==> src/rtl/guvm_feeder_pkg.sv <==
// Shared constants and state encoding for the instruction feeder.
package guvm_feeder_pkg;

  localparam logic [31:0] NOP_INST = 32'h0100_0000;
  localparam int unsigned DEFAULT_CNT_W = 16;

  typedef logic [1:0] feeder_state_e;

  localparam feeder_state_e S_IDLE   = 2'd0;
  localparam feeder_state_e S_RUN    = 2'd1;
  localparam feeder_state_e S_STARVE = 2'd2;

endpackage

==> src/rtl/guvm_sync_fifo.sv <==
// Synchronous FIFO with extra-MSB pointers; clear has priority over push and pop.
module guvm_sync_fifo #(
  parameter int unsigned DEPTH = 8,
  parameter int unsigned WIDTH = 32
) (
  input  logic                     clk_i,
  input  logic                     rst_ni,
  input  logic                     clr_i,
  input  logic                     push_i,
  input  logic                     pop_i,
  input  logic [WIDTH-1:0]         wdata_i,
  output logic [WIDTH-1:0]         rdata_o,
  output logic [$clog2(DEPTH):0]   level_o,
  output logic                     full_o,
  output logic                     empty_o
);

  localparam int unsigned AW = $clog2(DEPTH);

  logic [AW:0]      wptr_q, wptr_d, rptr_q, rptr_d;
  logic [WIDTH-1:0] mem_q [DEPTH];
  logic             do_push, do_pop;

  assign full_o  = (wptr_q[AW] != rptr_q[AW]) && (wptr_q[AW-1:0] == rptr_q[AW-1:0]);
  assign empty_o = (wptr_q == rptr_q);
  assign level_o = wptr_q - rptr_q;
  assign rdata_o = mem_q[rptr_q[AW-1:0]];

  assign do_push = !clr_i && push_i && !full_o;
  assign do_pop  = !clr_i && pop_i && !empty_o;

  always_comb begin
    wptr_d = wptr_q;
    rptr_d = rptr_q;
    if (clr_i) begin
      wptr_d = '0;
      rptr_d = '0;
    end else begin
      if (do_push) wptr_d = wptr_q + {{AW{1'b0}}, 1'b1};
      if (do_pop)  rptr_d = rptr_q + {{AW{1'b0}}, 1'b1};
    end
  end

  always_ff @(posedge clk_i or negedge rst_ni) begin
    if (!rst_ni) begin
      wptr_q <= '0;
      rptr_q <= '0;
    end else begin
      wptr_q <= wptr_d;
      rptr_q <= rptr_d;
    end
  end

  // Storage needs no reset: reset empties the FIFO through the pointers.
  always_ff @(posedge clk_i) begin
    if (do_push) mem_q[wptr_q[AW-1:0]] <= wdata_i;
  end

endmodule

==> src/rtl/guvm_inst_feeder.sv <==
// Instruction source for the LEON icache port: FIFO of pushed words, NOP/stall when dry.
// Optional PC-sequence check enabled by defining INST_FEEDER_ADDR_CHECK_EN.
module guvm_inst_feeder
  import guvm_feeder_pkg::*;
#(
  parameter int unsigned DEPTH          = 8,
  parameter int unsigned STALL_ON_EMPTY = 0,
  parameter int unsigned CNT_W          = DEFAULT_CNT_W
) (
  input  logic                   clk_i,
  input  logic                   rst_ni,
  input  logic                   flush_i,
  input  logic                   in_valid_i,
  input  logic [31:0]            in_inst_i,
  output logic                   in_ready_o,
  input  logic                   fetch_req_i,
  input  logic [31:0]            fetch_addr_i,
  output logic [31:0]            ico_data_o,
  output logic                   ico_hold_o,
  output logic [$clog2(DEPTH):0] level_o,
  output logic                   empty_o,
  output logic [CNT_W-1:0]       issued_count_o,
  output logic [CNT_W-1:0]       nop_count_o,
  output logic                   addr_err_o
);

  localparam int unsigned AW = $clog2(DEPTH);

  logic          full, empty, push, pop, nop_fetch, hold;
  logic [31:0]   head;
  logic [AW:0]   level;
  feeder_state_e state_q, state_d;
  logic [CNT_W-1:0] issued_q, issued_d, nop_q, nop_d;

  guvm_sync_fifo #(
    .DEPTH (DEPTH),
    .WIDTH (32)
  ) u_fifo (
    .clk_i   (clk_i),
    .rst_ni  (rst_ni),
    .clr_i   (flush_i),
    .push_i  (push),
    .pop_i   (pop),
    .wdata_i (in_inst_i),
    .rdata_o (head),
    .level_o (level),
    .full_o  (full),
    .empty_o (empty)
  );

  assign hold      = !((STALL_ON_EMPTY != 0) && (state_q == S_STARVE));
  assign push      = in_valid_i && !full && !flush_i;
  assign pop       = fetch_req_i && hold && !empty && !flush_i;
  assign nop_fetch = fetch_req_i && hold && empty && !flush_i;

  assign in_ready_o     = !full;
  assign ico_data_o     = empty ? NOP_INST : head;
  assign ico_hold_o     = hold;
  assign level_o        = level;
  assign empty_o        = empty;
  assign issued_count_o = issued_q;
  assign nop_count_o    = nop_q;

  always_comb begin
    state_d = state_q;
    if (flush_i) begin
      state_d = S_IDLE;
    end else begin
      case (state_q)
        S_IDLE, S_STARVE: if (push) state_d = S_RUN;
        // Last word leaves with nothing arriving behind it.
        S_RUN: if (pop && !push && (level == {{AW{1'b0}}, 1'b1})) state_d = S_STARVE;
        default: state_d = S_IDLE;
      endcase
    end
  end

  always_comb begin
    issued_d = issued_q;
    nop_d    = nop_q;
    if (pop && (issued_q != '1))      issued_d = issued_q + {{(CNT_W-1){1'b0}}, 1'b1};
    if (nop_fetch && (nop_q != '1))   nop_d    = nop_q + {{(CNT_W-1){1'b0}}, 1'b1};
  end

  always_ff @(posedge clk_i or negedge rst_ni) begin
    if (!rst_ni) begin
      state_q  <= S_IDLE;
      issued_q <= '0;
      nop_q    <= '0;
    end else begin
      state_q  <= state_d;
      issued_q <= issued_d;
      nop_q    <= nop_d;
    end
  end

`ifdef INST_FEEDER_ADDR_CHECK_EN
  logic [31:0] pc_q, pc_d;
  logic        pc_vld_q, pc_vld_d, err_q, err_d;

  always_comb begin
    pc_d     = pc_q;
    pc_vld_d = pc_vld_q;
    err_d    = err_q;
    if (flush_i) begin
      pc_vld_d = 1'b0;
      err_d    = 1'b0;
    end else if (pop) begin
      if (pc_vld_q && (fetch_addr_i != pc_q + 32'd4)) err_d = 1'b1;
      pc_d     = fetch_addr_i;
      pc_vld_d = 1'b1;
    end else if (nop_fetch) begin
      pc_d = fetch_addr_i;
    end
  end

  always_ff @(posedge clk_i or negedge rst_ni) begin
    if (!rst_ni) begin
      pc_q     <= '0;
      pc_vld_q <= 1'b0;
      err_q    <= 1'b0;
    end else begin
      pc_q     <= pc_d;
      pc_vld_q <= pc_vld_d;
      err_q    <= err_d;
    end
  end

  assign addr_err_o = err_q;
`else
  logic unused_fetch_addr;
  assign unused_fetch_addr = ^fetch_addr_i;
  assign addr_err_o        = 1'b0;
`endif

endmodule
==> config.mk <==
export PLATFORM = sky130hd
export DESIGN_NAME = guvm_inst_feeder
export DESIGN_NICKNAME = d
export VERILOG_FILES = /design/src/rtl/guvm_feeder_pkg.sv /design/src/rtl/guvm_sync_fifo.sv /design/src/rtl/guvm_inst_feeder.sv
export SDC_FILE = /design/constraint.sdc
export NUM_CORES = 1
export LEC_CHECK = 0
export BUFFER_PORTS_ARGS = -buffer_cell sky130_fd_sc_hd__buf_2
export CORE_MARGIN = 3
export CORE_UTILIZATION = 54
export CTS_BUF_LIST = sky130_fd_sc_hd__clkbuf_8
export DETAILED_ROUTE_END_ITERATION = 7
export GPL_ROUTABILITY_DRIVEN = 0
export HOLD_SLACK_MARGIN = 0.15
export PLACE_DENSITY = 0.81
export SLEW_MARGIN = 25
export SYNTH_ARGS = -nofsm -noshare
export SYNTH_HDL_FRONTEND = slang
export SYNTH_SLANG_ARGS = --single-unit
==> constraint.sdc <==
create_clock -name clk_i -period 4.9 [get_ports clk_i]
set_input_delay 0 -clock clk_i [delete_from_list [all_inputs] [get_ports clk_i]]
set_output_delay 0 -clock clk_i [all_outputs]
set_load 0.02 [all_outputs]
## Word level (Yosys, flattened, before mapping)

Memory sizes are Yosys's and may differ from the RTL's.
Index checks and enable logic that the tools add are counted.

| word-level totals | value |
|---|---|
| register bits | 40 |
| bits in writable memories | 256 |
| input port bits | 69 |
| output and inout bits | 72 |
| word-level logic and storage cells | 40 |
| memories kept | 1 |

Memories:

| name | depth | bits a word | rd ports | clocked after Yosys merged registers in | wr ports | line | RTL |
|---|---|---|---|---|---|---|---|
| u_fifo.mem_q | 8 | 32 | 1 | 0 | 1 | guvm_sync_fifo.sv:21 | `logic [WIDTH-1:0] mem_q [DEPTH];` |

| operators by class | value |
|---|---|
| add/sub/neg operators | 5 |
| equal/unequal tests | 5 |
| mux-type cells | 7 |
| reductions and logical operators | 18 |

Operators by type and width:

| kind | number |
|---|---|
| 16-bit by 1-bit adder with 16-bit output, second input constant | 2 |
| 32-bit two-way mux | 1 |
| 16-bit inequality test, second input constant | 2 |
| 4-bit two-way mux | 4 |
| 1-bit logical AND | 13 |
| 4-bit by 1-bit adder with 4-bit output, second input constant | 2 |
| 4-bit equality test | 1 |
| 2-bit nonzero test | 2 |
| 4-bit subtractor | 1 |
| 3-bit equality test | 1 |
| 1-bit zero test | 3 |
| 1-bit two-way mux | 2 |
| 1-bit inequality test | 1 |

## Logic depth before layout (Yosys ltp)

Gate-level depths: netlist of run 1.

| depth | value |
|---|---|
| depth in word-level cells | 9 |
| mapped depth | 8 |
| depth with buffers taken out | 6 |

## By module

Synthesis of run 1 repeated with hierarchy kept, for this count alone.

| unflattened totals | value |
|---|---|
| cell total of the unflattened synthesis | 692 |
| area total of the unflattened synthesis | 12127.9 um2 |

By module, submodules not included:

| module | times used | cells each | area each (um2) | sequential area each (um2) |
|---|---|---|---|---|
| guvm_sync_fifo | 1 | 506 | 10207.3 | 7887.6 |
| guvm_inst_feeder | 1 | 186 | 1920.6 | 800.8 |

## Worst setup path after synthesis of run 1

No wires, ideal clock.

| path | value |
|---|---|
| path type | flip-flop to flip-flop |
| from | register u_fifo.rptr_q[1] |
| to | memory u_fifo.mem_q[0][0] (enable) |
| library setup time | 0.461 ns |
| arrival time | 4.552 ns |
| data required time | 4.439 ns |
| setup slack | -0.113 ns |
| cell stages (with the launch flop) | 9 |
| path buffers | 2 |
| period minus slack after synthesis | 5.013 ns |
| cells stage by stage | dfrtp_1 -> buf_1 -> clkbuf_1 -> inv_1 -> ha_1 -> nand3_1 -> o21ai_0 -> or3_1 -> nor3_1 |

| between the ends | value |
|---|---|
| longest elaborated chain between the ends | 9 |

RTL lines:

| element | line | RTL |
|---|---|---|
| start: declaration | guvm_sync_fifo.sv:20 | `logic [AW:0] wptr_q, wptr_d, rptr_q, rptr_d;` |
| start signal: assignment | guvm_sync_fifo.sv:50 | `rptr_q <= rptr_d;` |
| 3-bit equality test * | guvm_sync_fifo.sv:24 | `assign full_o = (wptr_q[AW] != rptr_q[AW]) && (wptr_q[AW-1:0] == rptr_q[AW-1:0]);` |
| 1-bit logical AND * | guvm_sync_fifo.sv:24 |  |
| 1-bit zero test * | guvm_sync_fifo.sv:29, guvm_inst_feeder.sv:52 |  |
| 1-bit logical AND (2 in series) | guvm_inst_feeder.sv:52 | `assign push = in_valid_i && !full && !flush_i;` |
| 1-bit logical AND | guvm_sync_fifo.sv:29 | `assign do_push = !clr_i && push_i && !full_o;` |
| 1-bit logical AND * | guvm_sync_fifo.sv:29 |  |
| 1-bit two-way mux * | guvm_sync_fifo.sv:56 | `if (do_push) mem_q[wptr_q[AW-1:0]] <= wdata_i;` |
| 1-bit two-way mux (implied by the code) * | guvm_sync_fifo.sv:56 |  |
| end: declaration | guvm_sync_fifo.sv:21 |  |

Mark *: on every way between the ends. The rest lies on a longest branch, timed or not.

## Worst setup path after layout of run 1

| path | value |
|---|---|
| from | register u_fifo.rptr_q[0] |
| to | memory u_fifo.mem_q[5][26] (enable) |

Same word-level chain as after synthesis.

==> results of run 1 <==
[cells by family (layout without fill, tap and decap cells)]
logic type | count (synthesis) | count (layout) | share of synthesized area [%]
mux | 69 | 69 | 12.7
xor+xnor | 39 | 39 | 2.89
simple gates | 163 | 163 | 6.53
buf+inv | 38 | 250 | 1.36
compound gates | 43 | 43 | 2.00
fa+ha+maj | 8 | 8 | 0.911
flops | 296 | 296 | 73.6
other cells | 2 | 2 | 0.0636
[layer usage]
| metal | part of all wire [%] | vias up | wire (µm) |
|---|---|---|---|
| met5 | 0 | - | 0 |
| met4 | 2.0 | 0 | 476 |
| met3 | 7.4 | 36 | 1800 |
| met2 | 49 | 309 | 11800 |
| met1 | 42 | 3431 | 10200 |
| li1 | - | 2945 | - |
[registers in the layout, indices dropped and copies added, names as in the netlist]
register	count
u_fifo.mem_q	256
issued_count_o	16
u_fifo.wptr_q	4
u_fifo.rptr_q	4
nop_count_o	16
[through the flow]
step / total power [mW] / instances / area (µm²)
after floorplan: 3.67 / 658 / 11800
after global placement: 3.99 / 1024 / 12700
after detailed placement: 4.03 / 1026 / 12800
after CTS: 5.85 / 1145 / 14000
after global routing: 6.06 / 1145 / 14000
final: 5.81 / 1145 / 14000
[final timing paths]
kind,from,end,depth (start not counted)
max reg2reg,u_fifo.rptr_q[0]$_DFFE_PN0P_,u_fifo.mem_q[5][26]$_DFFE_PP_,6
max,u_fifo.rptr_q[0]$_DFFE_PN0P_,u_fifo.mem_q[5][26]$_DFFE_PP_,6
min in group asynchronous,rst_ni,u_fifo.rptr_q[1]$_DFFE_PN0P_,3
max in group asynchronous,rst_ni,u_fifo.rptr_q[0]$_DFFE_PN0P_,4
min reg2reg,nop_count_o[15]$_DFFE_PN0P_,nop_count_o[15]$_DFFE_PN0P_,1
min,in_inst_i[17],u_fifo.mem_q[7][17]$_DFFE_PP_,2
[cell type report]
type                    count  area [µm²]
flip-flops and latches    296        8690
fillers                  1376        7220
multi-input cells         324        3030
clock buffers              50         688
inverters                   9        33.8
repair buffers            161        1090
clock inverters            30         125
well taps                 275         344
[worst max-delay path: stages (launching register included)]
cell	delay, ns
dfrtp_4	0.77
ha_1	0.36
nand3_1	0.34
o21ai_0	0.27
or3_1	0.52
nor2_4	0.73
buf_4	0.33
[cell usage in the layout, fill, tap and decap left out, drive strengths merged, types with 3 or more instances in the layout]
| cell type | synthesis | routed |
|---|---|---|
| edfxtp | 256 | 256 |
| buf | 13 | 123 |
| nand2 | 74 | 74 |
| mux4 | 64 | 64 |
| clkbuf | 16 | 50 |
| dfrtp | 40 | 40 |
| dlygate4sd3 | 0 | 38 |
| xor2 | 34 | 34 |
| a21oi | 32 | 32 |
| inv | 8 | 28 |
| nor2 | 24 | 24 |
| nor4 | 12 | 12 |
| nand3 | 11 | 11 |
| clkinv | 1 | 11 |
| nor3 | 11 | 11 |
| nand4 | 9 | 9 |
| ha | 7 | 7 |
| xnor2 | 5 | 5 |
| and3 | 5 | 5 |
| o211ai | 5 | 5 |
| nor4b | 4 | 4 |
| or3 | 3 | 3 |
| mux2i | 3 | 3 |
| and4 | 3 | 3 |
| o21ai | 3 | 3 |
[report_power, final]
group | switching [mW] | total, mW | internal [mW] | leakage (nW)
Clock | 0.876 | 1.81 | 0.935 | 0.485
Combinational | 0.628 | 1.08 | 0.451 | 1.82
Sequential | 0.102 | 2.92 | 2.82 | 2.85
Total | 1.61 | 5.81 | 4.20 | 5.16
[repair_timing]
action,4_1_cts,5_1_grt
hold endpoints to repair,304,0
hold buffers,39,0
setup endpoints to repair,0,0
gates resized for setup,0,0
==> out/metrics.cfg, run 1 <==
[run_status]
status = finished clean

[clock_tree]
insertion_delay_ns = 0.55
numCtsBuffers = 46
h-tree-depth = 2
cts.sinks = 296
postCtsSetupBuffers = 0
root_buffer = clkbuf_8
cts_tree = done
clk_path_buf_depth = 3
clk_pin_slew_ns = 0.06

[yosys]
async_flop_share_pct = 13.5
synth-warning-count = 0
synth_area_um2 = 11800
synthDistinctLibCells = 38
syn_avg_cell_area_um2 = 17.9
synth_flop_cell = edfxtp_1
ys_top_cells_by_area = edfxtp_1 65%, mux4_2 12%, dfrtp_1 8.5%
ys_seq_elements = 296
yosys-top-cells-count = 256 x edfxtp_1, 74 x nand2_1, 64 x mux4_2
synth_top_area_cell = edfxtp_1
synth_nets = 735
synth_edf_count = 256
yosysMostFrequentCell = edfxtp_1
synth_top_area_share_pct = 65.1
ys_seq_area_share_pct = 73.6
syn_inst = 658

[critical_path]
cp-start-kind = flop
worstPathRequired_ns = 5.14
cp_max_fo = 29
r2r_setup_slack_ns = 1.22
cp.arrival_ns = 3.91
critical_path_class = flop to flop
endpoint_kind = flop

[place]
io_buffers = 106
dp_hpwl_mm = 14.3
place_ws_ns = 1.18

[timing]
hold_violations = 0
fin_worst_skew_ns = 0.0165
slew_headroom_pct = 28.6
finalMaxSlewViolations = 0
worst_slack_ns = 1.22
post-route-period-util_pct = 75.0
rsz0062_at_grt = no
max_freq_mhz = 272
min_period_ns = 3.68
setup_viol = 0
tightest_slew_ns = 1.07
holdWs_ns = 0.262
setup_tns_ns = 0

[detailed_routing]
drtIter0Drc = 646
wl_per_cell_um = 21.3
ant_nets = 0
via_per_inst = 5.87
routed_wl_mm = 24.4
drc = 0
dr_total_vias = 6721
firstDrtPassIters = 5

[power]
vdd_drop_max_uv = 242
power-per-cell-area_nw_per_um2 = 415
p_leak_nw = 5.16

[grt]
grt_overflow_total = 0
grt_max_degree = 69
grt_pass1_vias = 6842
gr-usage-met1_pct = 29.7
grtUsageTotal_pct = 20.5
grt_pass1_wl_mm = 37.9
grtUsageMet2_pct = 32.1
grt_util_met3_pct = 4.48
grt_antenna_before_repair = 0
busiest_layer = met2

[layout]
fin_util_pct = 66.0
syn_to_final_growth_pct = 18.6
layout.nets = 915
diodes = 0
drive_above_1_share_pct = 29.4

[floorplanning]
rows = 53
die_h_um = 154
die_x_um = 154
coreArea_um2 = 21200
die-area_um2 = 23700
io_pins = 141
start_util_pct = 55.6

[min_path]
hold_class = input pin to flop

[flow_run]
maxCapViolations = 0

Power figures use the tool's default switching activity.
==> run 2, diff against run 1 <==
- ABC_AREA: unset -> 1
- CORE_UTILIZATION: 54 -> 55
- PLACE_DENSITY: 0.81 -> 0.79
- clock period: 4.9 -> 3.8 ns (I/O delays scaled with it)
==> run 2 against run 1 <==
  * Combinational power grew 110%
  * First-iteration DRC count is 37% higher
  * Clock skew is 0.011 ns higher
  * Critical path type unchanged
==> out/metrics.cfg, run 2 <==
[clock_tree]
cts_tree = done  ; unchanged
cts_hold_buffers = 40  ; was 39
clk_path_buf_depth = 3  ; unchanged
root_buffer = clkbuf_8  ; unchanged
postCtsSetupBuffers = 0  ; unchanged
cts_resized = 0  ; unchanged
numCtsBuffers = 47  ; was 46
insertion_delay_ns = 0.57  ; was 0.55 ns
h-tree-depth = 2  ; unchanged
cts.sinks = 296  ; unchanged
clk_pin_slew_ns = 0.07  ; was 0.06 ns

[timing]
rsz0062_at_grt = no  ; unchanged
setup_viol = 0  ; unchanged
fin_worst_skew_ns = 0.0278  ; was 0.0165 ns
max_freq_mhz = 297  ; was 272 MHz
min_period_ns = 3.37  ; was 3.68 ns
post-route-period-util_pct = 88.7  ; was 75.0%
tightest_slew_ns = 1.05  ; was 1.07 ns
hold_violations = 0  ; unchanged
slew_headroom_pct = 29.7  ; was 28.6%
holdWs_ns = 0.229  ; was 0.262 ns
finalMaxSlewViolations = 0  ; unchanged

[power]
switching_share_pct = 34.2  ; was 27.6%
seq_power_share_pct = 45.0  ; was 50.3%
power_mw = 8.65  ; was 5.81 mW
vdd_drop_max_uv = 457  ; was 242 µV
switching_power_mw = 2.96  ; was 1.61 mW
combPwrFrac_pct = 25.7  ; was 18.6%
p_leak_nw = 5.69  ; was 5.16 nW
power-per-cell-area_nw_per_um2 = 583  ; was 415 nW/µm²
power.internal_mw = 5.70  ; was 4.20 mW
clockPowerShare_pct = 29.3  ; was 31.2%

[critical_path]
endpoint_kind = flop  ; unchanged
slowest_delay_ns = 0.74  ; was 0.77 ns
crit_family = buffers and inverters  ; was simple AND/OR/NAND/NOR gates
worstPathRequired_ns = 4.28  ; was 5.14 ns
cp_max_fo = 79  ; was 29
path_buf_inv = 4  ; was 1
cpMaxStageDelayCell = buf_4  ; was dfrtp_4
cp-start-kind = flop  ; unchanged
worstPathCellList = buf_4 > buf_4 > nand3_1 > xor2_1 > nor2_1 > nand2_1 > dlygate4sd3_1 > nand2_1 > dlygate4sd3_1  ; was ha_1 > nand3_1 > o21ai_0 > or3_1 > nor2_4 > buf_4
critical_path_class = flop to flop  ; unchanged
setup.worst_path.start = u_fifo.rptr_q[0]$_DFFE_PN0P_  ; unchanged
timing.rr.start = u_fifo.rptr_q[0]$_DFFE_PN0P_  ; unchanged
cp.arrival_ns = 3.86  ; was 3.91 ns

[yosys]
ys_seq_area_share_pct = 68.5  ; was 73.6%
ys_top_cells_by_area = edfxtp_1 61%, dfrtp_1 7.9%, nor2_1 7.6%  ; was edfxtp_1 65%, mux4_2 12%, dfrtp_1 8.5%
ys_seq_elements = 296  ; unchanged
synth_flop_cell = edfxtp_1  ; unchanged
syn_avg_cell_area_um2 = 11.1  ; was 17.9 µm²
yosysMostFrequentCell = nor2_1  ; was edfxtp_1
async_flop_share_pct = 13.5  ; unchanged
synth_edf_count = 256  ; unchanged
synthDistinctLibCells = 32  ; was 38
synth_top_area_cell = edfxtp_1  ; unchanged
syn_inst = 1145  ; was 658
synth_top_area_share_pct = 60.6  ; was 65.1%
synth_nets = 1222  ; was 735
synth_area_um2 = 12700  ; was 11800 µm²
yosys-top-cells-count = 257 x nor2_1, 256 x edfxtp_1, 187 x nand2_1  ; was 256 x edfxtp_1, 74 x nand2_1, 64 x mux4_2
synth-warning-count = 0  ; unchanged

[grt]
grt_max_degree = 99  ; was 69
grt_pass1_wl_mm = 44.2  ; was 37.9 mm
grt_overflow_total = 0  ; unchanged
grt_antenna_before_repair = 0  ; unchanged
grtUsageTotal_pct = 22.3  ; was 20.5%
grt_pass1_vias = 8867  ; was 6842

[flow_run]
maxCapViolations = 0  ; unchanged

[layout]
largest_reg_flops = 256  ; unchanged
diodes = 0  ; unchanged
multi_input_comb_area_um2 = 3620  ; was 3030 µm²
drive_above_1_share_pct = 17.5  ; was 29.4%
fin_util_pct = 66.8  ; was 66.0%
seqCellArea_um2 = 8690  ; about the same
fillers = 1568  ; was 1376
layout.nets = 1379  ; was 915
syn_to_final_growth_pct = 17.0  ; was 18.6%
final_common_cell = edfxtp_1  ; unchanged
mostFrequentLayoutCells = 256 x edfxtp_1, 252 x nor2_1, 187 x nand2_1  ; was 256 x edfxtp_1, 106 x buf_2, 74 x nand2_1

[floorplanning]
die_h_um = 158  ; was 154 µm
start_util_pct = 57.1  ; was 55.6%
die_x_um = 158  ; was 154 µm
coreArea_um2 = 22200  ; was 21200 µm²
rows = 54  ; was 53
die-area_um2 = 24900  ; was 23700 µm²
io_pins = 141  ; unchanged

[min_path]
hold_class = input pin to flop  ; unchanged
min_from = in_inst_i[13]  ; was in_inst_i[17]

[detailed_routing]
drtIter0Drc = 883  ; was 646
drc = 0  ; unchanged
via_per_inst = 5.65  ; was 5.87
ant_nets = 0  ; unchanged
dr_total_vias = 9138  ; was 6721
firstDrtPassIters = 5  ; unchanged
wl_per_cell_um = 17.1  ; was 21.3 µm
routed_wl_mm = 27.7  ; was 24.4 mm

[place]
io_buffers = 106  ; unchanged
dp_hpwl_mm = 15.4  ; was 14.3 mm

[run_status]
status = finished clean  ; unchanged

## run 2: cell types whose count changed in the layout (fill, tap and decap cells not counted), sizes merged, moves of 5 or more
cell / before / now
nor2: 24 / 263
o21ai: 3 / 147
nand2: 74 / 198
mux4: 64 / 0
a21oi: 32 / 1
o22ai: 1 / 31
inv: 28 / 56
o211ai: 5 / 31
nand3: 11 / 36
xor2: 34 / 16
nor4: 12 / 0
clkinv: 11 / 19
nor3: 11 / 3
and3: 5 / 0
## run 2: through the flow
step / instance area, µm² / setup TNS (ns) / worst slack (ns) / std cells
after floorplan: 12700 / -48.86 / -0.509 / 1145
after global placement: 13600 / 0 / 1.05 / 1493
after detailed placement: 13600 / 0 / 0.941 / 1493
after CTS: 14900 / 0 / 0.438 / 1618
after global routing: 14900 / 0 / 0.224 / 1618
final: 14900 / 0 / 0.429 / 1618
## run 2: logic make-up after synthesis
logic type      synth area share, %
simple gates                   16.3
buf+inv                        3.45
compound gates                 9.67
xor+xnor                       1.24
flops                          68.5
other cells                  0.0592
fa+ha+maj                     0.848
## run 2: final cells by class
class                   count  share of cell area, %
clock buffers              47                   4.36
clock inverters            38                   1.60
inverters                  40                   1.02
multi-input cells         751                   24.3
flip-flops and latches    296                   58.5
well taps                 280                   2.36
repair buffers            166                   7.77
## run 2: final timing paths
kind,slack (ns),to,depth (start not counted)
max,0.43,u_fifo.rptr_q[3]$_DFFE_PN0P_,9
min,0.23,u_fifo.mem_q[3][13]$_DFFE_PP_,2
max reg2reg,0.43,u_fifo.rptr_q[3]$_DFFE_PN0P_,9
min reg2reg,0.55,nop_count_o[15]$_DFFE_PN0P_,2
max in group asynchronous,3.06,u_fifo.rptr_q[0]$_DFFE_PN0P_,4
min in group asynchronous,0.51,nop_count_o[0]$_DFFE_PN0P_,4
## run 2: power by group through the flow
stage	Clock [mW]	Combinational, mW	Sequential (mW)
after floorplan	0	1.37	4.05
after global placement	0	2.12	3.95
after detailed placement	0	2.18	3.96
after CTS	2.57	2.22	3.89
after global routing	2.75	2.46	3.92
final	2.53	2.22	3.90
## run 2: metal layers
metal  share of wire (%)  vias up  GRT usage, %
met4                 2.0        0          8.31
met1                  42     4400          30.3
met5                   0        -             0
met3                 7.2       52          3.91
met2                  49      381          36.4
li1                    -     4305             -
